File: config.mk
export PLATFORM = sky130hd
export DESIGN_NAME = compute_module_feeder_flat
export DESIGN_NICKNAME = d
export VERILOG_FILES = /design/src/rtl/compute_module_feeder_pkg.sv /design/src/rtl/compute_module_feeder_if.sv /design/src/rtl/compute_module_feeder_fifo.sv /design/src/rtl/compute_module_feeder.sv /design/src/flat_wrapper.sv
export SDC_FILE = /design/constraint.sdc
export NUM_CORES = 1
export LEC_CHECK = 0
export ABC_AREA = 1
export CAP_MARGIN = 20
export CORE_MARGIN = 3
export CORE_UTILIZATION = 40
export CTS_CLUSTER_DIAMETER = 100
export CTS_CLUSTER_SIZE = 20
export DETAILED_ROUTE_END_ITERATION = 10
export GPL_TIMING_DRIVEN = 0
export SLEW_MARGIN = 20
export SYNTH_ARGS = -nofsm -noshare
export SYNTH_HDL_FRONTEND = slang
export SYNTH_SLANG_ARGS = --single-unit
File: constraint.sdc
create_clock -name clk -period 21.7 [get_ports clk]
set_input_delay 5.425 -clock clk [delete_from_list [all_inputs] [get_ports clk]]
set_output_delay 5.425 -clock clk [all_outputs]
set_load 0.005 [all_outputs]
File: src/rtl/compute_module_feeder_pkg.sv
// ---------------------------------------------------------------------------
// compute_module_feeder_pkg
// Shared constants for the compute-module feeder slice.
//   GRAPH_WIDTH              width of a bottom graph word
//   DEFAULT_REQUEST_LATENCY  request-to-start delay used when not overridden
//   DEFAULT_EXTRA_DATA_WIDTH default job tag width
//   DEFAULT_FIFO_DEPTH       default bot buffer depth
//   satInc32()               32-bit increment that sticks at all-ones
// ---------------------------------------------------------------------------
package compute_module_feeder_pkg;

    localparam int GRAPH_WIDTH              = 128;
    localparam int DEFAULT_REQUEST_LATENCY  = 3;
    localparam int DEFAULT_EXTRA_DATA_WIDTH = 14;
    localparam int DEFAULT_FIFO_DEPTH       = 8;

    function automatic logic [31:0] satInc32(input logic [31:0] value);
        return (value == 32'hFFFF_FFFF) ? value : value + 32'd1;
    endfunction

endpackage

File: src/rtl/compute_module_feeder_if.sv
// ---------------------------------------------------------------------------
// compute_module_feeder_if
// Bundles the upstream bot handshake and the compute-module side of the
// feeder.
//   master : the environment (job distributor + compute module) - drives
//            botValid/botData/botExtra/request, observes the rest
//   slave  : the feeder itself - drives botReady/botOut/start/extraDataOut/
//            occupancy/starvedCount
// ---------------------------------------------------------------------------
interface compute_module_feeder_if #(
    parameter int EXTRA_DATA_WIDTH = 14,
    parameter int FIFO_DEPTH       = 8
);
    import compute_module_feeder_pkg::*;

    localparam int OCC_WIDTH = $clog2(FIFO_DEPTH) + 1;

    logic                        botValid;
    logic [GRAPH_WIDTH-1:0]      botData;
    logic [EXTRA_DATA_WIDTH-1:0] botExtra;
    logic                        botReady;
    logic                        request;
    logic [GRAPH_WIDTH-1:0]      botOut;
    logic                        start;
    logic [EXTRA_DATA_WIDTH-1:0] extraDataOut;
    logic [OCC_WIDTH-1:0]        occupancy;
    logic [31:0]                 starvedCount;

    modport master (
        output botValid, botData, botExtra, request,
        input  botReady, botOut, start, extraDataOut, occupancy, starvedCount
    );

    modport slave (
        input  botValid, botData, botExtra, request,
        output botReady, botOut, start, extraDataOut, occupancy, starvedCount
    );

endinterface

File: src/rtl/compute_module_feeder_fifo.sv
// ---------------------------------------------------------------------------
// compute_module_feeder_fifo
// Small synchronous FIFO with registered count and asynchronous reset.
//   clk, rst   clock, async active-high reset (pointers/count only)
//   pushValid  write request; accepted only when not full
//   pushData   word to store
//   popEn      read request; honoured only when not empty
//   headData   current head word (valid whenever empty=0)
//   count      registered number of stored entries
//   full/empty derived from count
// ---------------------------------------------------------------------------
module compute_module_feeder_fifo #(
    parameter int WIDTH = 142,
    parameter int DEPTH = 8
) (
    input  logic                     clk,
    input  logic                     rst,
    input  logic                     pushValid,
    input  logic [WIDTH-1:0]         pushData,
    input  logic                     popEn,
    output logic [WIDTH-1:0]         headData,
    output logic [$clog2(DEPTH):0]   count,
    output logic                     full,
    output logic                     empty
);
    localparam int PTR_WIDTH = $clog2(DEPTH);
    localparam int CNT_WIDTH = PTR_WIDTH + 1;

    logic [WIDTH-1:0]     memory [DEPTH];
    logic [PTR_WIDTH-1:0] wrPtrReg;
    logic [PTR_WIDTH-1:0] rdPtrReg;
    logic [CNT_WIDTH-1:0] countReg;
    logic                 doPush;
    logic                 doPop;

    assign full   = (countReg == CNT_WIDTH'(DEPTH));
    assign empty  = (countReg == '0);
    assign doPush = pushValid & ~full;
    assign doPop  = popEn & ~empty;

    // Head is read combinationally so a pop can load the latency pipe on the
    // same edge that advances the read pointer.
    assign headData = memory[rdPtrReg];
    assign count    = countReg;

    // Storage carries no reset; only the bookkeeping does.
    always_ff @(posedge clk) begin
        if (doPush) begin
            memory[wrPtrReg] <= pushData;
        end
    end

    // DEPTH is a power of two, so pointer overflow is the modulo wrap.
    always_ff @(posedge clk or posedge rst) begin
        if (rst) begin
            wrPtrReg <= '0;
            rdPtrReg <= '0;
            countReg <= '0;
        end else begin
            if (doPush) begin
                wrPtrReg <= wrPtrReg + PTR_WIDTH'(1);
            end
            if (doPop) begin
                rdPtrReg <= rdPtrReg + PTR_WIDTH'(1);
            end
            case ({doPush, doPop})
                2'b10:   countReg <= countReg + CNT_WIDTH'(1);
                2'b01:   countReg <= countReg - CNT_WIDTH'(1);
                default: countReg <= countReg;
            endcase
        end
    end

endmodule

File: src/rtl/compute_module_feeder.sv
// ---------------------------------------------------------------------------
// compute_module_feeder
// Feeds one compute module: buffers upstream bots and answers each request
// with a start strobe plus bottom graph and tag exactly REQUEST_LATENCY
// cycles later. Requests arriving with an empty buffer are counted.
//   clk, rst  clock, async active-high reset
//   bus       compute_module_feeder_if.slave:
//               botValid/botData/botExtra/botReady  upstream push handshake
//               request                             requestGraph pulse
//               start/botOut/extraDataOut           delayed response
//               occupancy                           buffer entry count
//               starvedCount                        saturating starve count
// ---------------------------------------------------------------------------
module compute_module_feeder
    import compute_module_feeder_pkg::*;
#(
    parameter int EXTRA_DATA_WIDTH = DEFAULT_EXTRA_DATA_WIDTH,
    parameter int REQUEST_LATENCY  = DEFAULT_REQUEST_LATENCY,
    parameter int FIFO_DEPTH       = DEFAULT_FIFO_DEPTH
) (
    input  logic                    clk,
    input  logic                    rst,
    compute_module_feeder_if.slave  bus
);
    localparam int ENTRY_WIDTH = GRAPH_WIDTH + EXTRA_DATA_WIDTH;

    logic                          fifoFull;
    logic                          fifoEmpty;
    logic [ENTRY_WIDTH-1:0]        headEntry;
    logic [$clog2(FIFO_DEPTH):0]   fifoCount;
    logic                          popping;
    logic                          starving;
    logic [31:0]                   starvedCountReg;
    logic [31:0]                   starvedCountNext;

    // Chain taps: index 0 is the pipe input, index REQUEST_LATENCY the output.
    logic [REQUEST_LATENCY:0]                  startChain;
    logic [REQUEST_LATENCY:0][ENTRY_WIDTH-1:0] dataChain;

    compute_module_feeder_fifo #(
        .WIDTH (ENTRY_WIDTH),
        .DEPTH (FIFO_DEPTH)
    ) feederFifo (
        .clk       (clk),
        .rst       (rst),
        .pushValid (bus.botValid),
        .pushData  ({bus.botData, bus.botExtra}),
        .popEn     (bus.request),
        .headData  (headEntry),
        .count     (fifoCount),
        .full      (fifoFull),
        .empty     (fifoEmpty)
    );

    // Ready comes from the registered count only, so a pop in the same
    // cycle cannot open the door while full. Held low during reset.
    assign bus.botReady = ~rst & ~fifoFull;
    assign bus.occupancy = fifoCount;

    // A push landing on an empty FIFO in the same cycle is not forwarded:
    // the request starves and the entry stays buffered.
    assign popping  = bus.request & ~fifoEmpty;
    assign starving = bus.request & fifoEmpty;

    // Gating the data at the pipe input keeps the outputs zero whenever
    // start is low, with no extra mux at the output.
    assign startChain[0] = popping;
    assign dataChain[0]  = popping ? headEntry : '0;

    generate
        for (genvar gi = 0; gi < REQUEST_LATENCY; gi++) begin : gLatencyStage
            logic                   startReg;
            logic [ENTRY_WIDTH-1:0] dataReg;

            always_ff @(posedge clk or posedge rst) begin
                if (rst) begin
                    startReg <= 1'b0;
                    dataReg  <= '0;
                end else begin
                    startReg <= startChain[gi];
                    dataReg  <= dataChain[gi];
                end
            end

            assign startChain[gi+1] = startReg;
            assign dataChain[gi+1]  = dataReg;
        end
    endgenerate

    assign bus.start        = startChain[REQUEST_LATENCY];
    assign bus.botOut       = dataChain[REQUEST_LATENCY][ENTRY_WIDTH-1:EXTRA_DATA_WIDTH];
    assign bus.extraDataOut = dataChain[REQUEST_LATENCY][EXTRA_DATA_WIDTH-1:0];

    assign starvedCountNext = starving ? satInc32(starvedCountReg) : starvedCountReg;

    always_ff @(posedge clk or posedge rst) begin
        if (rst) begin
            starvedCountReg <= '0;
        end else begin
            starvedCountReg <= starvedCountNext;
        end
    end

    assign bus.starvedCount = starvedCountReg;

endmodule

File: src/flat_wrapper.sv
// flat-port wrapper written by rule: the top's interface ports become plain ports
module compute_module_feeder_flat import compute_module_feeder_pkg::*;
#(
    parameter int EXTRA_DATA_WIDTH = DEFAULT_EXTRA_DATA_WIDTH,
    parameter int REQUEST_LATENCY  = DEFAULT_REQUEST_LATENCY,
    parameter int FIFO_DEPTH       = DEFAULT_FIFO_DEPTH
)
  (clk, rst, bus_botValid, bus_botData, bus_botExtra, bus_request, bus_botReady, bus_botOut, bus_start, bus_extraDataOut, bus_occupancy, bus_starvedCount);
  compute_module_feeder_if #(.EXTRA_DATA_WIDTH(EXTRA_DATA_WIDTH), .FIFO_DEPTH(FIFO_DEPTH)) bus_i ();
  input  logic clk;
  input  logic rst;
  input wire logic [$bits(bus_i.botValid)-1:0] bus_botValid;
  input wire logic [$bits(bus_i.botData)-1:0] bus_botData;
  input wire logic [$bits(bus_i.botExtra)-1:0] bus_botExtra;
  input wire logic [$bits(bus_i.request)-1:0] bus_request;
  output wire logic [$bits(bus_i.botReady)-1:0] bus_botReady;
  output wire logic [$bits(bus_i.botOut)-1:0] bus_botOut;
  output wire logic [$bits(bus_i.start)-1:0] bus_start;
  output wire logic [$bits(bus_i.extraDataOut)-1:0] bus_extraDataOut;
  output wire logic [$bits(bus_i.occupancy)-1:0] bus_occupancy;
  output wire logic [$bits(bus_i.starvedCount)-1:0] bus_starvedCount;
  assign bus_i.botValid = bus_botValid;
  assign bus_i.botData = bus_botData;
  assign bus_i.botExtra = bus_botExtra;
  assign bus_i.request = bus_request;
  assign bus_botReady = bus_i.botReady;
  assign bus_botOut = bus_i.botOut;
  assign bus_start = bus_i.start;
  assign bus_extraDataOut = bus_i.extraDataOut;
  assign bus_occupancy = bus_i.occupancy;
  assign bus_starvedCount = bus_i.starvedCount;
  compute_module_feeder #(.EXTRA_DATA_WIDTH(EXTRA_DATA_WIDTH), .REQUEST_LATENCY(REQUEST_LATENCY), .FIFO_DEPTH(FIFO_DEPTH)) u_core (.clk(clk), .rst(rst), .bus(bus_i));
endmodule
==> run summary, run 1 <==
Status: complete, no violations
DRC Markers: 0
Crit start category: primary input
Multi-input gate area: 10600 um2
Slowest CP cell: clkdlybuf4s50_1
Initial antenna violation count: 32
Chip Width: 389 um
Total Routed Length: 150 mm
CTS buffer count: 92
Final TNS setup: 0 ns
Number of synthesized register bits: 1607
HPWL after DPL: 98.4 mm
Max Clock Freq: 82.7 MHz
Core ar.: 145000 um2
Sequential power share: 0.464
Aggregate global-route resource usage: 0.195
Top area cells in the synthesized netlist: edfxtp_1 58%, dfrtp_1 20%, nor2_1 6.7%
Crit Path Max Fanout: 2
Setup bufs post-CTS: 0
Worst stage delay on the critical path: 0.52 ns
Share of layout cells above drive strength 1: 0.0805
Inst Count DP: 6649
Global-route wire length before repair: 222 mm
Flop2flop setup slack: 18.53 ns
Post-synthesis simple-gate area fraction: 0.0926
Maxcap violations: 0
Leakage: 25.0 nW
WS Path Type: in2out
Chip Height: 389 um
Worst EP required: 16.27 ns
Syn_area_per_cell: 13.5 um2
Switching power: 0.00302 W
DRT Pass-1 Iters: 6
Mapped Cells: 4353
Yosys warns: 0
Syn nets: 4505
Combinational family with the most area after synthesis: simple AND/OR/NAND/NOR gates
Syn-to-layout area delta: 17.4%
GRT overflow: 0
Crit end category: output pin
Hold Crit Class: reg2reg
Root Buffer: clkbuf_16
Register area: 45900 um2
Vias per cell: 5.14
Final Critical Period: 12.10 ns
Cell row count: 139
Top cells by count, synth: 1136 x edfxtp_1, 1054 x nor2_1, 501 x o21ai_0
Final Hold Viols: 0
Final Max Slew Viols: 0
Antenna Violating Nets Remaining: 0
Clock power share: 0.209
Number of enable flip-flop cells after synthesis: 1136
Die area: 151000 um2
Final Wtd Congestion: 0.830
First DRT Iteration DRCs: 3486
CP Cell Sequence: clkdlybuf4s50_1 > a31oi_1 > clkdlybuf4s50_1
Adder-Cell Fraction of Synth Area: 0.00128
Async SR Flop Fraction: 0.293
Yosys top cell by area: edfxtp_1
Worst-Skew Late Latency: 0.74 ns
Hold Buf Count CTS: 0
Clock sink count: 1607
Worst slew pin tran: 1.05 ns
Mapped Area: 58700 um2
Post-synthesis xor/xnor area fraction: 0.00298
Clock Skew: 0.0647 ns
Vias: 35.1k
Library cells used by synthesis: 30
Top cell by count, worst path: clkdlybuf4s50_1
Cell with the most instances after synthesis: edfxtp_1
DR WL/cell: 21.9 um
Fin worst setup slack: 9.60 ns
Switching Share: 0.342
Internal power of the cells: 0.00581 W
Starting Density: 0.406
IO Count: 326
Nets: 4992
RSZ-0062 raised after global routing: false
Mux cell area share after synthesis: 0
Vias in the first global route: 34.0k
Non-Filler Instances: 6835
Clk pin slew, worst setup/hold paths: 0.08 ns
Final setup vio count: 0
Fin crit share: 0.557
Maximum vdd drop: 0.0863 mV
CTS Buffer Depth: 3
# fillers: 12.7k
CTS tree: built
Dpl ws: 9.59 ns
Relative slew slack: 0.298
Cts repair resizes: 0
Top-area cell type share of the netlist area: 0.581
Pin count of the biggest net entering global routing: 103
Seq/Total Area, Yosys: 0.781
H-tree depth: 3
Post-synthesis compound-gate area fraction: 0.0825
Port Buffers: 325
Critical path arrival: 6.67 ns
Logic pwr share: 0.327
PD cells: 128 nW/um2
Primary FF master, synth: edfxtp_1
==> cell type report <==
type	instances	area share
Antenna cell	13	0.000472
Buffer	383	0.0311
Clock buffer	165	0.0391
Clock inverter	8	0.00183
Inverter	45	0.00256
Multi-Input combinational cell	2318	0.154
Sequential cell	1607	0.666
Tap cell	1903	0.0345
Timing Repair Buffer	393	0.0710
==> critical path: cells and delay by family <==
kind	cells	cell delay, ns
buf+inv	2	1.03
compound gates	1	0.21
==> through the flow <==
step	hold WS (ns)	cell area, um2	utilization	total power [W]
final	0.331	68900	0.476	0.00883
after global routing	0.333	68900	0.476	0.00933
after CTS	0.329	68900	0.476	0.00892
after detailed placement	0.335	66100	0.457	0.00707
after global placement	0.333	64400	0.445	0.00705
after floorplan	0.331	58700	-	0.00578
==> layout by cell type, fill, tap and decap left out, types with 2 or more instances in the layout <==
master	synthesis	final
inv_8	0	2
buf_12	0	31
nand2_2	2	2
buf_16	0	37
nand2_1	341	341
nor2_1	1054	1046
ha_1	6	6
nand3_1	19	19
xor2_1	11	11
dfrtp_1	471	471
edfxtp_1	1136	1136
o211ai_1	142	142
clkbuf_1	160	221
nor2_4	1	9
buf_2	40	40
nand3b_1	5	5
a21oi_1	2	2
o22ai_1	142	142
clkbuf_2	0	6
inv_1	44	43
clkdlybuf4s50_1	0	325
clkbuf_16	0	97
nand4_1	3	3
inv_6	0	4
buf_4	150	150
diode_2	0	13
buf_6	10	10
o21ai_0	501	501
o21ai_1	74	74
xnor2_1	9	9
buf_1	22	22
nor3_1	2	2
==> path summary, 6_finish.rpt <==
kind | start | to | depth (start not counted)
min in group asynchronous | rst | u_core.bus.starvedCount[20] | 2
hold / removal | u_core.gLatencyStage[0].dataReg[46] | u_core.gLatencyStage[1].dataReg[46] | 0
setup / recovery | rst | bus_botReady | 3
hold reg to reg | u_core.gLatencyStage[0].dataReg[46] | u_core.gLatencyStage[1].dataReg[46] | 0
max in group asynchronous | rst | u_core.gLatencyStage[0].dataReg[78] | 5
setup reg to reg | u_core.feederFifo.count[3] | u_core.feederFifo.count[2] | 14
==> logic make-up after synthesis <==
group           count (synthesis)
flops                        1607
simple gates                 1430
compound gates                862
buf+inv                       428
xor+xnor                       20
fa+ha+maj                       6
==> sequential cells by signal, indices dropped and copies added (netlist names) <==
signal and count:
u_core.feederFifo.memory 1136, u_core.gLatencyStage.dataReg 426, u_core.bus.starvedCount 32, u_core.feederFifo.count 4, u_core.feederFifo.rdPtrReg 3, u_core.feederFifo.wrPtrReg 3
u_core.gLatencyStage.startReg 2, u_core.bus.start 1
==> power by group through the flow <==
stage	Combinational, W	Clock (W)	Sequential (W)
floorplan	0.00159	0	0.00419
global placement	0.00272	0	0.00433
detailed placement	0.00290	0	0.00417
CTS	0.00291	0.00190	0.00410
global route	0.00316	0.00201	0.00415
finish	0.00288	0.00185	0.00410
==> routing by layer <==
layer	global-route usage	share of wire	vias to the layer above
met1	0.277	0.44	17537
met5	0	0.0013	-
met4	0.0475	0.023	28
li1	-	-	16126
met3	0.0454	0.077	231
met2	0.306	0.46	1195
Power figures use the tool's default switching activity.
==> run 2, diff against run 1 <==
Clock period 21.7 ns to 11.4 ns, I/O delays scaled along.
==> run 2 against run 1 <==
Net effect:
- clock skew fell by 0.034 ns
- hold slack improved by 0.0068 ns
- critical endpoint unchanged
- critical path depth did not move
- register-to-register slack got worse by 10 ns
- critical path type unchanged
- wire length fell by 0.87%
- sequential power rose by 90%
- count of clock-buffer cells in the layout fell by 2
- combinational power rose by 90%
- highest routed layer unchanged
==> run summary, run 2 (synthesis gave the netlist of run 1 again) <==
Status: complete, no violations
Top cell by count, worst path: clkdlybuf4s50_1
Setup bufs post-CTS: 0
Max Clock Freq: 145 MHz
# fillers: 12.6k
Final Hold Viols: 0
Clock Skew: 0.0309 ns
Critical Path Start: rst
Maxcap violations: 0
GRT overflow: 0
Hold Crit Class: reg2reg
Cts repair resizes: 0
Clock sink count: 1607
CP Cell Sequence: clkdlybuf4s50_1 > a31oi_1 > clkdlybuf4s50_1
R2R cell count: 10
Root Buffer: clkbuf_16
Final Critical Period: 6.88 ns
HPWL after DPL: 98.1 mm
Worst slew pin tran: 1.01 ns
Critical path arrival: 4.03 ns
IO Count: 326
Maximum vdd drop: 0.126 mV
Hold path depth: 0
PD cells: 243 nW/um2
Worst stage delay on the critical path: 0.53 ns
Pin count of the biggest net entering global routing: 35
Nets: 5002
First DRT Iteration DRCs: 3225
CTS Buffer Depth: 3
CTS tree: built
Relative slew slack: 0.327
Final setup vio count: 0
WS Path Type: in2out
Port Buffers: 325
Hold slack final: 0.338 ns
Final Wtd Congestion: 0.831
Most frequent cells in the layout: 1136 x edfxtp_1, 1046 x nor2_1, 501 x o21ai_0
Leakage: 25.0 nW
Vias in the first global route: 33.9k
DRT Pass-1 Iters: 6
DR WL/cell: 21.7 um
Clk pin slew, worst setup/hold paths: 0.08 ns
Fin worst setup slack: 4.52 ns
Crit start category: primary input
Hold Buf Count CTS: 0
Crit Path Max Fanout: 2
Fin crit share: 0.604
Most common cell after layout, fill and taps aside: edfxtp_1
Share of layout cells above drive strength 1: 0.0826
Core ar.: 145000 um2
Starting Density: 0.406
Reg-to-Reg Start: u_core.feederFifo.count[2]
Final Max Slew Viols: 0
Total Routed Length: 149 mm
Initial antenna violation count: 38
DRC Markers: 0
Global-route wire length before repair: 220 mm
Chip Height: 389 um
Vias: 34.9k
Vias per cell: 5.09
Worst-Skew Late Latency: 0.73 ns
Cell row count: 139
Syn-to-layout area delta: 17.6%
Aggregate global-route resource usage: 0.194
RSZ-0062 raised after global routing: false
Reg with most FFs: u_core.feederFifo.memory
Dpl ws: 4.51 ns
H-tree depth: 3
Antenna Violating Nets Remaining: 0
Slowest CP cell: clkdlybuf4s50_1
Worst EP required: 8.55 ns
CTS buffer count: 93
Die area: 151000 um2
Chip Width: 389 um
Max reg flops: 1136
Min-delay src: u_core.gLatencyStage[1].dataReg[51]
Crit end category: output pin
-- run 2: cell types whose count changed in the layout (fill, tap and decap cells not counted), sizes merged --
| cell | delta |
|---|---|
| clkinv | +4 |
| bufinv | -1 |
| diode | +8 |
| inv | -2 |
| clkinvlp | +1 |
| buf | +9 |
| clkbuf | -2 |
-- run 2: final timing paths --
kind | to | slack (ns)
worst max-delay path | bus_botReady | 4.52
worst min-delay path | u_core.gLatencyStage[2].dataReg[51] | 0.34
worst max register to register | u_core.feederFifo.memory[2][53] | 8.31
worst min register to register | u_core.gLatencyStage[2].dataReg[51] | 0.34
max in group asynchronous | u_core.gLatencyStage[2].dataReg[50] | 7.39
min in group asynchronous | u_core.bus.starvedCount[26] | 2.54
-- run 2: final cells by class --
type,instances,area (um2),share of cell area
antenna,21,52.6,0.000761
buffer,383,2140,0.0311
clock buffer,163,2700,0.0390
clock inverter,10,131,0.00190
inverter,45,173,0.00250
multi-input combinational,2318,10600,0.153
sequential,1607,45900,0.665
tap,1903,2380,0.0345
timing repair buffer,402,4980,0.0722
-- run 2: layer usage --
metal | vias to the layer above | track usage | part of all wire
met5 | - | 0 | 0.00090
met4 | 20 | 0.0586 | 0.027
met3 | 221 | 0.0497 | 0.080
met2 | 1161 | 0.302 | 0.46
met1 | 17332 | 0.271 | 0.43
li1 | 16156 | - | -
-- run 2: critical path: cells and delay by family --
kind	cells	cell delay [ns]
buffers and inverters	2	0.99
AOI/OAI and AO/OA	1	0.19
-- run 2: power by group --
group / switching, W / internal [W]
logic: 0.00354 / 0.00192
registers: 0.000324 / 0.00748
clock network: 0.00187 / 0.00163
-- run 2: stage by stage --
step | cell area (um2) | TNS, ns | utilization | power, W | std cells
3_3_place_gp | 64400 | -5649.14 | 0.445 | 0.0134 | 6581
4_1_cts | 69000 | 0 | 0.477 | 0.0169 | 6831
3_5_place_dp | 66200 | 0 | 0.457 | 0.0134 | 6658
6_report | 69100 | 0 | 0.477 | 0.0168 | 6852
5_1_grt | 69000 | 0 | 0.477 | 0.0177 | 6837
2_1_floorplan | 58700 | 0 | - | 0.0110 | 4353
